`config.mk`:
```
export PLATFORM = sky130hd
export DESIGN_NAME = datapath_unit
export DESIGN_NICKNAME = d
export VERILOG_FILES = /design/src/rtl/datapath_unit.sv
export SDC_FILE = /design/constraint.sdc
export NUM_CORES = 1
export LEC_CHECK = 0
export ABC_AREA = 1
export CAP_MARGIN = 20
export CORE_MARGIN = 2
export CORE_UTILIZATION = 53
export CTS_CLUSTER_DIAMETER = 40
export DETAILED_ROUTE_END_ITERATION = 10
export HOLD_SLACK_MARGIN = 0.15
export PLACE_DENSITY = 0.77
export SLEW_MARGIN = 40
export SYNTH_ARGS = -nofsm -noshare
export SYNTH_HDL_FRONTEND = slang
export SYNTH_SLANG_ARGS = --single-unit
```
`constraint.sdc`:
```
create_clock -name clk -period 2 [get_ports clk]
set_clock_uncertainty 0.1 [all_clocks]
set_input_delay 0.3 -clock clk [delete_from_list [all_inputs] [get_ports clk]]
set_output_delay 0.3 -clock clk [all_outputs]
set_load 0.01 [all_outputs]
```
`src/rtl/datapath_unit.sv`:
```
// Datapath for the repeated-addition multiplier: 16x8 register file, write-data mux,
// 4-function ALU on fixed operands R1/R2, and a registered copy of R0 with a valid pulse.
module datapath_unit #(
  parameter int W    = 8,
  parameter int NREG = 16
) (
  input  logic         clk,
  input  logic         reset,
  input  logic [W-1:0] InA,
  input  logic [W-1:0] InB,
  input  logic [W-1:0] CUconst,
  input  logic [1:0]   InsSel,
  input  logic [2:0]   InMuxAdd,
  input  logic [3:0]   OutMuxAdd,
  input  logic [3:0]   RegAdd,
  input  logic         we,
  output logic [W-1:0] RegOut,
  output logic [W-1:0] ALUout,
  output logic         CO,
  output logic         Z,
  output logic [W-1:0] Result,
  output logic         ResultValid
);

  typedef enum logic [1:0] {
    ALU_AND = 2'd0,
    ALU_OR  = 2'd1,
    ALU_ADD = 2'd2,
    ALU_XOR = 2'd3
  } alu_op_e;

  logic [W-1:0] regs_q [NREG];
  logic [W-1:0] regs_d [NREG];
  logic [W-1:0] result_q, result_d;
  logic         result_valid_q, result_valid_d;

  logic [W-1:0] op_x, op_y;
  logic [W:0]   sum;
  logic [W-1:0] alu_res;
  logic         alu_co;
  logic [W-1:0] wr_data;

  assign op_x   = regs_q[1];
  assign op_y   = regs_q[2];
  assign RegOut = regs_q[OutMuxAdd];

  always_comb begin
    // NOTE: every signal written here gets a default first, so no case path can infer a latch.
    alu_res = '0;
    alu_co  = 1'b0;
    sum     = {1'b0, op_x} + {1'b0, op_y};
    case (alu_op_e'(InsSel))
      ALU_AND: alu_res = op_x & op_y;
      ALU_OR:  alu_res = op_x | op_y;
      ALU_ADD: begin
        alu_res = sum[W-1:0];
        alu_co  = sum[W];
      end
      ALU_XOR: alu_res = op_x ^ op_y;
      default: alu_res = '0;
    endcase
  end

  assign ALUout = alu_res;
  assign CO     = alu_co;
  assign Z      = (alu_res == '0);

  always_comb begin
    wr_data = '0;
    case (InMuxAdd)
      3'd0:    wr_data = InA;
      3'd1:    wr_data = InB;
      3'd2:    wr_data = CUconst;
      3'd3:    wr_data = alu_res;
      3'd4:    wr_data = RegOut;
      default: wr_data = '0;
    endcase
  end

  // Result mirrors every R0 write; the valid flag only ever lasts one cycle per write.
  always_comb begin
    regs_d         = regs_q;
    result_d       = result_q;
    result_valid_d = 1'b0;
    if (we) begin
      regs_d[RegAdd] = wr_data;
      if (RegAdd == 4'd0) begin
        result_d       = wr_data;
        result_valid_d = 1'b1;
      end
    end
  end

  always_ff @(posedge clk) begin
    if (reset) begin
      // NOTE: the register file is cleared on reset because the flags the control unit
      // branches on right after reset are defined from all-zero registers.
      regs_q         <= '{default: '0};
      result_q       <= '0;
      result_valid_q <= 1'b0;
    end else begin
      // NOTE: non-blocking updates make every flop sample pre-edge values, which is what
      // lets an ALUout write-back into R1/R2 use the old operands.
      regs_q         <= regs_d;
      result_q       <= result_d;
      result_valid_q <= result_valid_d;
    end
  end

  assign Result      = result_q;
  assign ResultValid = result_valid_q;

endmodule

```
==> results of run 1 <==
==> final cells by class <==
type                    count  area share
diodes                      1    0.000225
clock buffers              22      0.0426
clock inverters            10      0.0119
inverters                 219      0.0740
multi-input cells         766       0.401
flip-flops and latches    129       0.233
well taps                 180      0.0202
repair buffers            234       0.217
==> cells in the mapped netlist, types with 2 or more instances <==
master / number
buf_4: 21
nor2_1: 118
nand2_1: 207
o21ai_0: 75
ha_1: 16
o22ai_1: 3
nand4_1: 31
o211ai_1: 19
buf_2: 21
a21oi_1: 119
clkbuf_1: 35
nand3_1: 141
nand3b_1: 5
o21a_1: 7
inv_1: 213
nand2_2: 6
dfxtp_1: 129
a21oi_2: 5
a31oi_1: 2
buf_6: 2
inv_2: 6
a22o_1: 3
==> repair_timing <==
item / 4_1_cts / 5_1_grt
endpoints found under the setup margin: 130 / 134
buffers inserted: 37 / 15
cloned: 6 / 3
resized for setup: 197 / 98
hold endpoints to repair: 0 / 0
pin swaps: 81 / 78
==> power by group <==
group          switching [mW]  leakage, nW  internal (mW)  total [mW]
Combinational           0.731         3.86          0.554        1.29
Clock                    1.19        0.292           2.05        3.24
Sequential             0.0285         1.05           2.63        2.66
Total                    1.95         5.20           5.23        7.18
==> cells in the final DEF (no fill, tap or decap), types with 30 or more instances in the layout <==
master / n
inv_1: 198
clkdlybuf4s50_1: 40
nand4_1: 31
buf_4: 117
o21ai_0: 65
buf_6: 30
nand3_1: 90
nand2_1: 182
dfxtp_1: 117
a21oi_1: 83
nand3_2: 48
nor2_1: 112
a21oi_2: 34
==> metrics by stage <==
step | cells | TNS, ns | util | hold WS, ns | worst slack, ns
detailed placement | 1501 | -55.69 | 0.678 | 0.410 | -0.912
global route | 1560 | -48.80 | 0.799 | 0.427 | -0.899
floorplan | 1193 | -1.87 | - | 0.358 | -0.148
global placement | 1501 | -52.37 | 0.678 | 0.413 | -0.900
CTS | 1556 | -33.49 | 0.774 | 0.380 | -0.738
finish | 1561 | -37.10 | 0.799 | 0.385 | -0.803
==> kinds of logic after synthesis <==
group	Yosys count
flops	129
simple gates	513
compound gates	236
fa+ha+maj	17
buf+inv	298
==> per-layer routing <==
layer	up-vias	GRT usage
met4	0	0.201
li1	4155	-
met2	689	0.590
met3	175	0.104
met5	-	0
met1	4208	0.415
==> registers in the layout, indices dropped and copies added, names as in the netlist <==
| register | flops |
|---|---|
| regs_q | 105 |
| Result | 7 |
| op_y | 8 |
| ResultValid | 1 |
| op_x | 8 |
==> worst min path at each step <==
stage                   start  cells after the start          to
floorplan           Result[2]                      2   Result[2]
global placement    Result[2]                      2   Result[2]
detailed placement  Result[2]                      2   Result[2]
CTS                     reset                      5  regs_q[15]
global route            reset                      5  regs_q[74]
finish                  reset                      5  regs_q[62]
==> worst reg2reg max path: cells and delay by family, from the launching register on <==
| kind | cells | cell delay (ns) |
|---|---|---|
| fa+ha+maj | 2 | 0.66 |
| compound gates | 2 | 0.30 |
| simple gates | 4 | 0.27 |
| buf+inv | 6 | 0.69 |
| flops | 1 | 0.36 |
==> qor.txt, run 1 <==
largest net degree at the start of global routing -> 88
Worst-Skew Late Latency -> 0.43 ns
Cell Pwr Density -> 644 nW/um^2
final hold violations -> 0
vias -> 9227
Worst Path Max Fanout -> 3
area delta synth->final -> 47.2%
cell family with most CP delay -> simple AND/OR/NAND/NOR gates
status -> finished with violations
die width -> 123 microns
DRT Pass-1 Iters -> 6
largest family of logic cells by synthesized area -> simple AND/OR/NAND/NOR gates
max-capacitance violation count -> 0
start of the worst register-to-register path -> op_y[0]
Max rail drop VDD -> 0.523 mV
post-synthesis mux area share -> 0
post-synth top area share -> 0.341
CP endpoint kind -> primary output
Reg2Reg Setup Slack -> -0.48 ns
met1 wire length -> 10300 microns
dominant cells by area after synthesis -> dfxtp_1 (34%), inv_1 (11%), nand2_1 (10%)
post-synthesis compound-gate area fraction -> 0.171
Leakage -> 5.20 nW
Total Nets Final -> 1424
Ports -> 67
Synth Area in Adders -> 0.0291
dominant synthesized flop cell -> dfxtp_1
crit path buf inv count -> 6
min-delay worst type -> in2reg
flops & latches, synth -> 129
HPWL after DPL -> 16700 microns
Final Max Slew Viols -> 0
Final Cycle Share -> 1.40
R2R cell count -> 14
critical-path cell list -> ha_4 -> inv_2 -> fa_2 -> inv_2 -> nand2_2 -> buf_6 -> nand2_4 -> buf_4 -> nand3_1 -> nand3_1 -> nand3b_1 -> nor2_1 -> nand3_1 -> inv_2 -> buf_6
Final Instance Area -> 11100 sq um
fill cell count -> 911
worst r2r dst -> regs_q[89]
antenna violations before repair -> 0
H-tree levels -> 4
Iter 0 DRT Violations -> 1331
Tot Pwr -> 7.18 mW
vias in the first global route -> 8190
sequential-to-total area share from yosys stat -> 0.341
RSZ-0062 raised after global routing -> yes
hold buffer count at cts -> 0
Synth warnings -> 0
arrival time worst endpoint -> 2.40 ns
syn_area_per_cell -> 6.34 sq um
antenna-violating nets left -> 0
DR WL met3 -> 3480 microns
xor-xnor portion of the synthesized cell area -> 0
DP Area -> 9450 sq um
die area -> 15200 sq um
failing checks -> negative setup slack
CP Depth -> 15
Avg WL per Cell -> 18.8 microns
syn_nets -> 1250
Synth Area in Simple Gates -> 0.295
Critical path destination -> Z
worst-margin pin slew -> 0.568 ns
FP Rows -> 43
crit path launch -> op_y[0]
CP Class -> reg2out
Synth cell types -> 31
final WL -> 29300 microns
synthesized area -> 7570 sq um
gr usage total -> 0.358
DR DRC count -> 0
slowest CP cell -> dfxtp_2
DR WL met2 -> 13800 microns
clock root buffer -> clkbuf_16
Worst EP required -> 1.60 ns
Syn Inst Count -> 1193
Initial Util -> 0.543
ys async rst share -> 0
vias per cell -> 5.91
Num CTS Buffers -> 17
Die Height -> 123 microns
Synth area leader -> dfxtp_1
multi-input logic area -> 4470 sq um
DR top layer -> met4
Post-synth EDFFs -> 0
register area -> 2600 sq um
Setup Viol. Count Final -> 129
Reg clk slew, reported paths -> 0.06 ns
Port Buffers -> 66
GRT Residual Overflow -> 0
Fmax -> 357 MHz
setup ws final -> -0.803 ns
crit start category -> flip-flop
first-pass GRT wire length -> 41600 microns
Rel. slew slack -> 0.620
final critical-path required period -> 2.80 ns
routability cong. -> 0.882
Clock Path Buffers -> 2
max incr delay on CP -> 0.36 ns
layout cells sized above 1 -> 0.288
CTS tree -> done
Core Area -> 13900 sq um
CTS sink cnt -> 129
Power figures use the tool's default switching activity.
==> run 2, diff against run 1 <==
CORE_UTILIZATION = 54   (was 53)
CTS_BUF_LIST = sky130_fd_sc_hd__clkbuf_2   (was default)
PLACE_DENSITY = 0.78   (was 0.77)
==> run 2 against run 1 <==
  * The run still ends with negative setup slack left
  * Worst setup slack worse by 0.25 ns
  * Sequential share of layout area rose by 1.6 points
  * Non-clock buffer count decreased by 6
  * First-iteration DRC count fell by 42%
  * Register-to-register slack got worse by 0.05 ns
  * Via count fell by 6.1%
  * Core utilization fell by 3.8 points
  * Die area decreased by 1.8%
  * Final cell count fell by 0.45%
  * Clock power decreased by 54%
  * Combinational power decreased by 6%
  * Power is 25% lower
==> qor.txt, run 2 (synthesized netlist as in run 1, its figures left out) <==
vias per cell -> 5.57 (-5.7%)
failing checks -> negative setup slack
vias in the first global route -> 8106 (-1.0%)
Hold Crit Depth -> 6 (+1)
DR DRC count -> 0 (unchanged)
max-capacitance violation count -> 0 (unchanged)
commonest non-fill, non-tap cell in the layout -> inv_1
CP Class -> reg2out
final hold violations -> 0 (unchanged)
R2R cell count -> 19 (+5)
arrival time worst endpoint -> 2.65 ns (+0.25 ns)
min-delay worst type -> in2reg
final critical-path required period -> 3.05 ns (+0.248 ns)
Final Max Slew Viols -> 0 (unchanged)
Worst Path Max Fanout -> 2 (-1)
first-pass GRT wire length -> 40000 microns (-3.8%)
crit start category -> flip-flop
Setup Viol. Count Final -> 145 (+12%)
Tot Pwr -> 5.37 mW (-25%)
setup ws final -> -1.05 ns (-0.248 ns)
Fmax -> 328 MHz (-8.1%)
status -> finished with violations
Max rail drop VDD -> 0.347 mV (-34%)
Core Area -> 13800 sq um (-1.2%)
routability cong. -> 0.934 (+6.0%)
largest net degree at the start of global routing -> 50 (-43%)
H-tree levels -> 4 (unchanged)
area delta synth->final -> 38.7%
worst-margin pin slew -> 0.530 ns (-0.0376 ns)
RSZ-0062 raised after global routing -> yes
layout cells sized above 1 -> 0.274 (-0.0138)
die width -> 122 microns (-0.90%)
Ports -> 67 (unchanged)
HPWL after DPL -> 16300 microns (-2.8%)
CTS sink cnt -> 129 (unchanged)
Final Cycle Share -> 1.53 (+0.124)
clock root buffer -> clkbuf_2
vias -> 8661 (-6.1%)
Worst EP required -> 1.60 ns (about the same)
CP endpoint kind -> primary output
Port Buffers -> 66 (unchanged)
Clock Path Buffers -> 2 (unchanged)
gr usage total -> 0.342 (-0.0160)
Reg clk slew, reported paths -> 0.18 ns (+0.12 ns)
Hold Crit Endpoint -> regs_q[36]
Total Nets Final -> 1418 (-0.42%)
max reg flops -> 105 (unchanged)
GRT Residual Overflow -> 0 (unchanged)
Num CTS Buffers -> 17 (unchanged)
Reg2Reg Setup Slack -> -0.53 ns (-0.05 ns)
Cell Pwr Density -> 511 nW/um^2 (-21%)
FP Rows -> 43 (unchanged)
hold_sp -> InA[4]
final WL -> 25500 microns (-13%)
die area -> 15000 sq um (-1.8%)
antenna violations before repair -> 1 (+1)
worst r2r dst -> regs_q[70]
CTS tree -> done
Initial Util -> 0.549 (+0.00636)
Avg WL per Cell -> 16.4 microns (-12%)
Worst-Skew Late Latency -> 0.74 ns (+0.31 ns)
fin util -> 0.762 (-0.0375)
antenna-violating nets left -> 0 (unchanged)
Die Height -> 122 microns (-0.90%)
Iter 0 DRT Violations -> 775 (-42%)
Rel. slew slack -> 0.647 (+0.0267)
largest reg by FF count -> regs_q
DRT Pass-1 Iters -> 7 (+1)
start of the worst register-to-register path -> op_x[0]
Leakage -> 5.04 nW (-3.1%)
commonest cells after routing, fill and taps aside -> inv_1 (197), nand2_1 (186), nor2_1 (115)
==> run 2: what timing repair did <==
action | CTS | global route
setup endpoints to repair | 139 | 146
gates cloned | 5 | 0
endpoints found under the hold margin | 128 | 0
gates resized for setup | 237 | 59
setup buffers | 36 | 11
hold buffers | 1 | 0
pin swaps | 67 | 45
==> run 2: worst max path at each step <==
stage               from  endpoint  slack [ns]  cells after the start
4_1_cts          op_x[0]         Z       -1.05                     14
2_1_floorplan    op_y[0]         Z       -0.15                     14
5_1_grt          op_x[0]         Z       -1.18                     14
6_report         op_x[0]         Z       -1.05                     14
3_3_place_gp   InsSel[1]         Z       -0.83                     10
3_5_place_dp   InsSel[0]         Z       -0.88                     10
==> run 2: through the flow <==
stage | TNS, ns | hold WS [ns] | setup WS (ns) | cells | instance area [sq um]
floorplan | -1.87 | 0.358 | -0.148 | 1193 | 7660
global placement | -55.92 | 0.414 | -0.827 | 1499 | 9390
detailed placement | -59.86 | 0.420 | -0.877 | 1499 | 9390
CTS | -30.57 | 0.283 | -1.05 | 1555 | 10400
global route | -49.71 | 0.339 | -1.18 | 1554 | 10500
finish | -36.27 | 0.338 | -1.05 | 1554 | 10500
==> run 2: worst max-delay path, stage by stage (launching register included) <==
cell and delay [ns]:
dfxtp_2 0.38, ha_4 0.14, inv_2 0.03, fa_2 0.32, inv_2 0.08, nand2_4 0.06, o21ai_2 0.14, nor2_1 0.06
nor2_1 0.14, inv_1 0.08, nor4_2 0.13, buf_4 0.15, nand3_2 0.07, inv_2 0.06, buf_6 0.09
==> run 2: layout make-up <==
type / count / area [sq um]
well taps: 180 / 225
multi-input cells: 766 / 4340
clock buffers: 21 / 105
clock inverters: 10 / 93.8
repair buffers: 228 / 2300
inverters: 219 / 822
flip-flops and latches: 129 / 2610
diodes: 1 / 2.50
fillers: 1043 / 3280
==> run 2: layer usage <==
metal | wire length (microns) | track usage | up-vias
met5 | 0 | 0 | -
met4 | 1090 | 0.167 | 0
met3 | 2270 | 0.0841 | 96
met2 | 12400 | 0.579 | 476
met1 | 9800 | 0.404 | 3943
li1 | - | - | 4146
==> run 2: power breakdown <==
group,leakage (nW),internal [mW],switching (mW)
logic,3.85,0.538,0.673
registers,1.06,2.63,0.0266
clock network,0.135,0.560,0.938
total,5.04,3.73,1.64
==> RTL change (config.mk and constraints of run 1) <==
Take the reset off `result_q` and load it in a clocked block of its own.
--- a/src/rtl/datapath_unit.sv
+++ b/src/rtl/datapath_unit.sv
@@ -97,5 +97,4 @@
       // branches on right after reset are defined from all-zero registers.
       regs_q         <= '{default: '0};
-      result_q       <= '0;
       result_valid_q <= 1'b0;
     end else begin
@@ -103,7 +102,10 @@
       // lets an ALUout write-back into R1/R2 use the old operands.
       regs_q         <= regs_d;
-      result_q       <= result_d;
       result_valid_q <= result_valid_d;
     end
+  end
+
+  always_ff @(posedge clk) begin
+    result_q <= result_d;
   end
 
Function: changed (Yosys sat finds a counterexample within 4 cycles, from zero or initial values and one cycle with reset high).
==> RTL change against run 1 <==
The run still ends with setup timing left; sequential cell count up 8; routed wire length decreased by 2.2%; total power increased by 3.6%; final cell count up 1.6%; area after synthesis rose by 1.9%; final area is 5.2% higher; setup slack better by 0.12 ns; sequential power increased by 7%; critical endpoint is now ALUout[6]; largest cell class unchanged; largest power group unchanged.
==> RTL change: results (changes against run 1) <==
\begin{tabular}{lr}
\hline
Metric & Value \\
\hline
\multicolumn{2}{l}{\textbf{Status}} \\
\quad Violated checks & setup timing \\
\quad Result of the run & finished, violations left \\
\multicolumn{2}{l}{\textbf{Final layout}} \\
\quad Fraction of layout cells with a size suffix above 1 & 0.322 (+0.0347) \\
\quad Area growth from synthesis to final layout & 52.0\% \\
\quad Antenna fix cells & 0 (-1) \\
\quad Total Nets Final & 1446 (+1.5\%) \\
\quad Layout filler cell count & 878 (-3.6\%) \\
\multicolumn{2}{l}{\textbf{GRT}} \\
\quad First-pass GRT wire length & 43000 um (+3.3\%) \\
\quad Pin count of the biggest net entering global routing & 43 (-51\%) \\
\quad Via count of the first global-routing pass & 8779 (+7.2\%) \\
\quad Total track usage & 0.346 (-0.0116) \\
\multicolumn{2}{l}{\textbf{STA}} \\
\quad Final setup fails & 131 (+1.6\%) \\
\quad Least setup slack across all paths after layout & -0.688 ns (+0.116 ns) \\
\quad Total Neg Setup Slack & -46.00 ns (-8.90 ns) \\
\multicolumn{2}{l}{\textbf{Synthesis}} \\
\quad Share of the yosys chip area belonging to registers & 0.366 (+0.0247) \\
\quad Syn nets & 1223 (-2.2\%) \\
\quad Largest cells by area after synthesis & dfxtp\_1, inv\_1, nand2\_1 \\
\multicolumn{2}{l}{\textbf{Worst setup path}} \\
\quad Critical path arrival & 2.29 ns (-0.11 ns) \\
\quad Worst reg2reg setup slack & -0.59 ns (-0.11 ns) \\
\quad Startpoint of the lowest-slack register-to-register path & op\_x[0]\$\_SDFFE\_PP0P\_ \\
\multicolumn{2}{l}{\textbf{Drt}} \\
\quad Met3 routed wirelength & 2830 um (-19\%) \\
\quad Met2 wire length & 13600 um (-1.7\%) \\
\quad Total iterations of the first detailed-routing run & 8 (+2) \\
\quad Number of vias per cell after detailed routing & 5.74 (-2.8\%) \\
\quad Routed metal-1 wire length & 10600 um (+2.9\%) \\
\quad DR iter-0 viols & 1005 (-24\%) \\
\multicolumn{2}{l}{\textbf{Min path}} \\
\quad Worst Hold Endpoint & regs\_q[122]\$\_SDFFE\_PP0P\_ \\
\multicolumn{2}{l}{\textbf{Place}} \\
\quad Estimated wirelength of the detail-placed design & 17200 um (+3.0\%) \\
\quad Instance area at placement & 0.00981 mm\^{}2 (+3.7\%) \\
\quad Placement Setup Slack & -0.705 ns (+0.207 ns) \\
\hline
\end{tabular}
[RTL change: changes by cell type in the layout (fill, tap and decap cells not counted), sizes merged, moves of 12 or more]
cell,before,now
nand3,141,129
nor2,119,105
nand4,31,16
inv,219,232
nand2,213,198
buf,183,217
o21ai,76,99
[RTL change: through the flow]
| step | power, uW | cells |
|---|---|---|
| final | 7440 | 1586 |
| after global routing | 7620 | 1586 |
| after CTS | 7290 | 1574 |
| after detailed placement | 3980 | 1518 |
| after global placement | 3970 | 1518 |
| after floorplan | 3460 | 1166 |
[RTL change: worst max-delay path by stage]
stage	start	to	slack [ns]	cells after the start
3_3_place_gp	InsSel[0]	Z	-0.69	15
6_report	op_x[0]$_SDFFE_PP0P_	ALUout[6]	-0.69	11
3_5_place_dp	InsSel[1]	Z	-0.70	11
2_1_floorplan	op_x[0]$_SDFFE_PP0P_	Result[1]$_DFFE_PP_	-0.10	11
4_1_cts	op_x[0]$_SDFFE_PP0P_	Z	-0.68	11
5_1_grt	op_x[0]$_SDFFE_PP0P_	Z	-0.78	11
[RTL change: final cells by class]
cell class,instances,area share
flip-flops and latches,137,0.242
repair buffers,266,0.228
inverters,227,0.0729
clock buffers,18,0.0375
well taps,184,0.0196
clock inverters,14,0.0139
multi-input cells,740,0.386
[RTL change: power breakdown]
group | internal (uW) | leakage [uW] | switching [uW] | total (uW)
registers | 2820 | 0.00112 | 26.4 | 2840
logic | 613 | 0.00410 | 757 | 1370
clock network | 1900 | 0.000288 | 1330 | 3220
total | 5320 | 0.00551 | 2110 | 7440
[RTL change: cell families after synthesis]
family / after synthesis / synth area share
fa+ha+maj: 17 / 0.0286
flops: 137 / 0.366
simple gates: 460 / 0.260
buf+inv: 289 / 0.158
compound gates: 263 / 0.188
[RTL change: routing by layer]
metal | vias up | track usage
met1 | 4182 | 0.409
met2 | 579 | 0.584
met3 | 157 | 0.0765
met4 | 0 | 0.189
met5 | - | 0
li1 | 4193 | -
[RTL change: timing repair]
| item | 4_1_cts | 5_1_grt |
|---|---|---|
| resized for setup | 208 | 141 |
| gates cloned | 8 | 1 |
| buffers inserted | 18 | 19 |
| setup endpoints to repair | 152 | 151 |
| pin swaps | 49 | 63 |
[RTL change: critical path: stages (launching register included)]
cell,delay [ns]
dfxtp_2,0.35
ha_4,0.14
inv_2,0.04
fa_2,0.39
o21ai_4,0.20
nand3_2,0.10
buf_4,0.15
nand3b_1,0.08
nand3_1,0.09
nand3_2,0.10
buf_4,0.12
buf_6,0.09
